--- config.mk ---
export PLATFORM = sky130hd
export DESIGN_NAME = spi_reg_peripheral
export DESIGN_NICKNAME = d
export VERILOG_FILES = /design/src/rtl/uwasic_spi_pkg.sv /design/src/rtl/sync_edge_det.sv /design/src/rtl/spi_reg_peripheral.sv
export SDC_FILE = /design/constraint.sdc
export NUM_CORES = 1
export LEC_CHECK = 0
export BUFFER_PORTS_ARGS = -buffer_cell sky130_fd_sc_hd__buf_2
export CORE_MARGIN = 10
export CORE_UTILIZATION = 45
export CTS_BUF_LIST = sky130_fd_sc_hd__clkbuf_2
export DETAILED_ROUTE_END_ITERATION = 8
export GPL_TIMING_DRIVEN = 0
export PLACE_DENSITY = 0.72
export SYNTH_ARGS = -nofsm -noshare
export SYNTH_HDL_FRONTEND = slang
export SYNTH_HIERARCHICAL = 1
export SYNTH_SLANG_ARGS = --single-unit
--- constraint.sdc ---
create_clock -name clk -period 3.15 [get_ports clk]
set_input_delay 0.315 -clock clk [delete_from_list [all_inputs] [get_ports clk]]
set_output_delay 0.315 -clock clk [all_outputs]
set_load 0.02 [all_outputs]
--- src/rtl/uwasic_spi_pkg.sv ---
// Shared constants for the SPI register peripheral: frame length, register map
// and the frame FSM encoding.
package uwasic_spi_pkg;

   localparam int FRAME_BITS = 16;

   localparam logic [6:0] ADDR_EN_OUT_LO = 7'd0;
   localparam logic [6:0] ADDR_EN_OUT_HI = 7'd1;
   localparam logic [6:0] ADDR_EN_PWM_LO = 7'd2;
   localparam logic [6:0] ADDR_EN_PWM_HI = 7'd3;
   localparam logic [6:0] ADDR_DUTY      = 7'd4;

   localparam int MAX_ADDR = 4;

   typedef enum logic [1:0] {
      ST_IDLE   = 2'd0,
      ST_SHIFT  = 2'd1,
      ST_COMMIT = 2'd2
   } spi_state_t;

endpackage

--- src/rtl/sync_edge_det.sv ---
// Synchronizes one asynchronous pin into the clk domain and reports its level
// together with single-cycle rise/fall pulses that line up with that level.
module sync_edge_det #(
   parameter int SYNC_STAGES = 2
) (
   input  logic clk,
   input  logic rst_n,
   input  logic din,
   output logic level,
   output logic rise,
   output logic fall
);

   logic [SYNC_STAGES-1:0] sync_q;
   logic                   hist_q;
   logic                   cur;

   assign cur   = sync_q[SYNC_STAGES-1];
   assign level = hist_q;

   // Edge pulses are registered so they are valid in the same cycle as the
   // history flop that level presents, keeping all three pins mutually aligned.
   always_ff @(posedge clk) begin
      if (!rst_n) begin
         sync_q <= '0;
         hist_q <= 1'b0;
         rise   <= 1'b0;
         fall   <= 1'b0;
      end else begin
         sync_q <= {sync_q[SYNC_STAGES-2:0], din};
         hist_q <= cur;
         rise   <= cur & ~hist_q;
         fall   <= ~cur & hist_q;
      end
   end

endmodule

--- src/rtl/spi_reg_peripheral.sv ---
// Write-only SPI mode-0 target: decodes 16-bit R/W+address+data frames and
// loads the PWM peripheral's control registers.
module spi_reg_peripheral #(
   parameter int SYNC_STAGES = 2,
   parameter int FRAME_BITS  = uwasic_spi_pkg::FRAME_BITS,
   parameter int MAX_ADDR    = uwasic_spi_pkg::MAX_ADDR
) (
   input  logic       clk,
   input  logic       rst_n,
   input  logic       sclk,
   input  logic       copi,
   input  logic       ncs,
   output logic [7:0] en_reg_out_7_0,
   output logic [7:0] en_reg_out_15_8,
   output logic [7:0] en_reg_pwm_7_0,
   output logic [7:0] en_reg_pwm_15_8,
   output logic [7:0] pwm_duty_cycle,
   output logic       wr_strobe
);
   import uwasic_spi_pkg::*;

   localparam int CNT_W = $clog2(FRAME_BITS + 2);

   logic sclk_level_unused, sclk_rise, sclk_fall_unused;
   logic copi_level, copi_rise_unused, copi_fall_unused;
   logic ncs_level_unused, ncs_rise, ncs_fall;

   spi_state_t            state, state_next;
   logic [CNT_W-1:0]      bit_cnt;
   logic [FRAME_BITS-1:0] shift_q;
   logic                  start_pending;
   logic                  frame_rw;
   logic [6:0]            frame_addr;
   logic [7:0]            frame_data;
   logic                  commit_write;

   sync_edge_det #(.SYNC_STAGES(SYNC_STAGES)) u_sync_sclk (
      .clk(clk), .rst_n(rst_n), .din(sclk),
      .level(sclk_level_unused), .rise(sclk_rise), .fall(sclk_fall_unused)
   );

   sync_edge_det #(.SYNC_STAGES(SYNC_STAGES)) u_sync_copi (
      .clk(clk), .rst_n(rst_n), .din(copi),
      .level(copi_level), .rise(copi_rise_unused), .fall(copi_fall_unused)
   );

   sync_edge_det #(.SYNC_STAGES(SYNC_STAGES)) u_sync_ncs (
      .clk(clk), .rst_n(rst_n), .din(ncs),
      .level(ncs_level_unused), .rise(ncs_rise), .fall(ncs_fall)
   );

   assign frame_rw     = shift_q[FRAME_BITS-1];
   assign frame_addr   = shift_q[14:8];
   assign frame_data   = shift_q[7:0];
   assign commit_write = (state == ST_COMMIT) && frame_rw && (frame_addr <= 7'(MAX_ADDR));

   always_comb begin
      state_next = state;
      unique case (state)
         ST_IDLE: begin
            if (ncs_fall || start_pending) state_next = ST_SHIFT;
         end
         ST_SHIFT: begin
            if (ncs_rise)
               state_next = (bit_cnt == CNT_W'(FRAME_BITS)) ? ST_COMMIT : ST_IDLE;
         end
         ST_COMMIT: state_next = ST_IDLE;
         default:   state_next = ST_IDLE;
      endcase
   end

   // An nCS fall arriving while COMMIT is busy is remembered so the next frame
   // still starts; an sclk rise coinciding with the nCS rise is not shifted.
   always_ff @(posedge clk) begin
      if (!rst_n) begin
         state           <= ST_IDLE;
         bit_cnt         <= '0;
         shift_q         <= '0;
         start_pending   <= 1'b0;
         wr_strobe       <= 1'b0;
         en_reg_out_7_0  <= 8'h00;
         en_reg_out_15_8 <= 8'h00;
         en_reg_pwm_7_0  <= 8'h00;
         en_reg_pwm_15_8 <= 8'h00;
         pwm_duty_cycle  <= 8'h00;
      end else begin
         state     <= state_next;
         wr_strobe <= commit_write;

         if (state == ST_IDLE && state_next == ST_SHIFT) begin
            bit_cnt <= '0;
            shift_q <= '0;
         end else if (state == ST_SHIFT && sclk_rise && !ncs_rise) begin
            shift_q <= {shift_q[FRAME_BITS-2:0], copi_level};
            if (bit_cnt <= CNT_W'(FRAME_BITS)) bit_cnt <= bit_cnt + 1'b1;
         end

         if (state == ST_COMMIT && ncs_fall) start_pending <= 1'b1;
         else if (state == ST_IDLE)          start_pending <= 1'b0;

         if (commit_write) begin
            unique case (frame_addr)
               ADDR_EN_OUT_LO: en_reg_out_7_0  <= frame_data;
               ADDR_EN_OUT_HI: en_reg_out_15_8 <= frame_data;
               ADDR_EN_PWM_LO: en_reg_pwm_7_0  <= frame_data;
               ADDR_EN_PWM_HI: en_reg_pwm_15_8 <= frame_data;
               ADDR_DUTY:      pwm_duty_cycle  <= frame_data;
               default: ;
            endcase
         end
      end
   end

endmodule

==> metrics.cfg <==
[worst_setup_path]
cp_top_family=buffers and inverters
critPathArrivalTime_ns=2.07
crit_required_ns=3.55
end_kind=flip-flop
cp-start-kind=flip-flop
crit_buf_inv=3
slowest_stage=o21ai_2
path_cells=buf_2, or2_1, clkbuf_1, o21ai_2, buf_4, nor2_1
path_class=reg2reg
slowest_delay_ns=0.36
worstPathMaxFanout=10

[grt]
grt_pass1_vias=2058
grtUsageTotal_pct=12.3
grt_pass1_wl_mm=10.1
grt_overflow=0
grt_max_degree=16
antenna_found_initial=0

[placed_design]
place_congestion=0.733
io_buffers=45
hpwl_mm=4.28

[finish]
nets=352
final_cell_mix=nand2_1, dfxtp_1, buf_2, mux2i_1, a21oi_1
diodes=0
fillers=567
drive_gt1_share_pct=24.0
syn_to_final_growth_pct=16.1
layout_commonest_cell=nand2_1

[min_path]
hp-class=in2reg

[pwr]
power_leakage_nw=1.61
total_power_mw=1.53
peakVddDrop_mv=0.313
power_density_nw_per_um2=456

[timing]
finalCriticalPeriod_ns=1.67
setup_tns_ns=0
hold_viol_final=0
fmax_ghz=0.600
tightest_slew_ns=0.532
setup_violations=0
fin_worst_skew_ns=0.0208
rsz0062_at_grt=false
drv_slew=0
maxSlewHeadroom_pct=64.6
fin_crit_sh_pct=52.9

[die]
die_h_um=100
initial_core_util_pct=45.9
fp.coreArea_um2=6280
die_x_um=100
die_area_um2=10000
io_pins=46
rows=29

[clock_tree]
htreeDepth=3
cts_tree=built
cts_root_buf=clkbuf_2
clk_path_buf_depth=2
clk_pin_slew_ns=0.20
cts_buffers=9
clk_latency_ns=0.50
cts_resized=0
cts.sinks=77
post_cts_buffers=0

[routing]
drtIter0Drc=101
drc=0
first_pass_iters=4
via_count=2129
avgViaCountPerCell=4.99
wl_per_cell_um=14.0
drt_wl_total_mm=6.00
ant_nets=0

[synth]
synth_cells=286
synth_warnings=6
syn_area_per_cell_um2=10.1
netlist_area_um2=2880
synth_nets=293

[run_status]
outcome=finished clean

[run]
maxCapViolCount=0

## sequential cells by signal (all words and copies together) (netlist names), 2 cells and up
register / count
en_reg_out_7_0: 8
bit_cnt: 5
shift_q: 16
u_sync_ncs/sync_q: 2
en_reg_pwm_15_8: 8
en_reg_pwm_7_0: 8
en_reg_out_15_8: 8
pwm_duty_cycle: 8
u_sync_sclk/sync_q: 2
state: 2
u_sync_copi/sync_q: 2
## metrics by stage
stage                     util [%]  hold slack [ns]  setup slack [ns]  instance area, µm²  std cells
after global routing          53.3            0.127              1.31                3340        427
after global placement        51.0            0.422              1.47                3200        408
after detailed placement      51.0            0.430              1.44                3200        408
after CTS                     53.3            0.126              1.49                3340        427
final                         53.3            0.178              1.48                3340        427
after floorplan                  -            0.417              1.68                2880        286
## where the power goes
part,internal [mW],switching [mW]
clock,0.177,0.329
combinational,0.0128,0.0235
sequential,0.982,0.00175
## what timing repair did
action | CTS | global route
hold buffers | 3 | 0
setup endpoints to repair | 0 | 0
endpoints found under the hold margin | 3 | 0
## layer usage
layer | vias to the layer above | global-route usage [%] | share of wire [%]
met5 | - | 0 | 0
met2 | 53 | 19.3 | 45
met4 | 0 | 3.59 | 0.45
li1 | 1085 | - | -
met1 | 989 | 14.8 | 46
met3 | 2 | 5.63 | 8.1
## worst paths after layout
check	slack, ns	end	start	cells after the start
setup / recovery	1.48	bit_cnt[4]$_SDFFE_PP0P_	state[0]$_SDFF_PN0_	6
hold / removal	0.18	state[1]$_SDFF_PN0_	rst_n	3
setup reg to reg	1.48	bit_cnt[4]$_SDFFE_PP0P_	state[0]$_SDFF_PN0_	6
hold reg to reg	0.46	shift_q[0]$_SDFFE_PP0P_	u_sync_copi/level$_SDFF_PN0_	2
## final cells by class
| type | count | area, µm² | share of cell area (%) |
|---|---|---|---|
| buffer | 15 | 67.6 | 2.02 |
| clock buffer | 9 | 45.0 | 1.35 |
| clock inverter | 7 | 66.3 | 1.98 |
| inverter | 3 | 11.3 | 0.337 |
| multi-input combinational | 191 | 1260 | 37.7 |
| sequential | 77 | 1540 | 46.1 |
| tap | 77 | 96.3 | 2.88 |
| timing repair buffer | 48 | 255 | 7.63 |
## worst min-delay path, cell delays in order
cell and delay, ns:
buf_2 0.17, nand2b_1 0.12, nor3_1 0.06
Note: power is estimated with default switching activity, not from simulation.
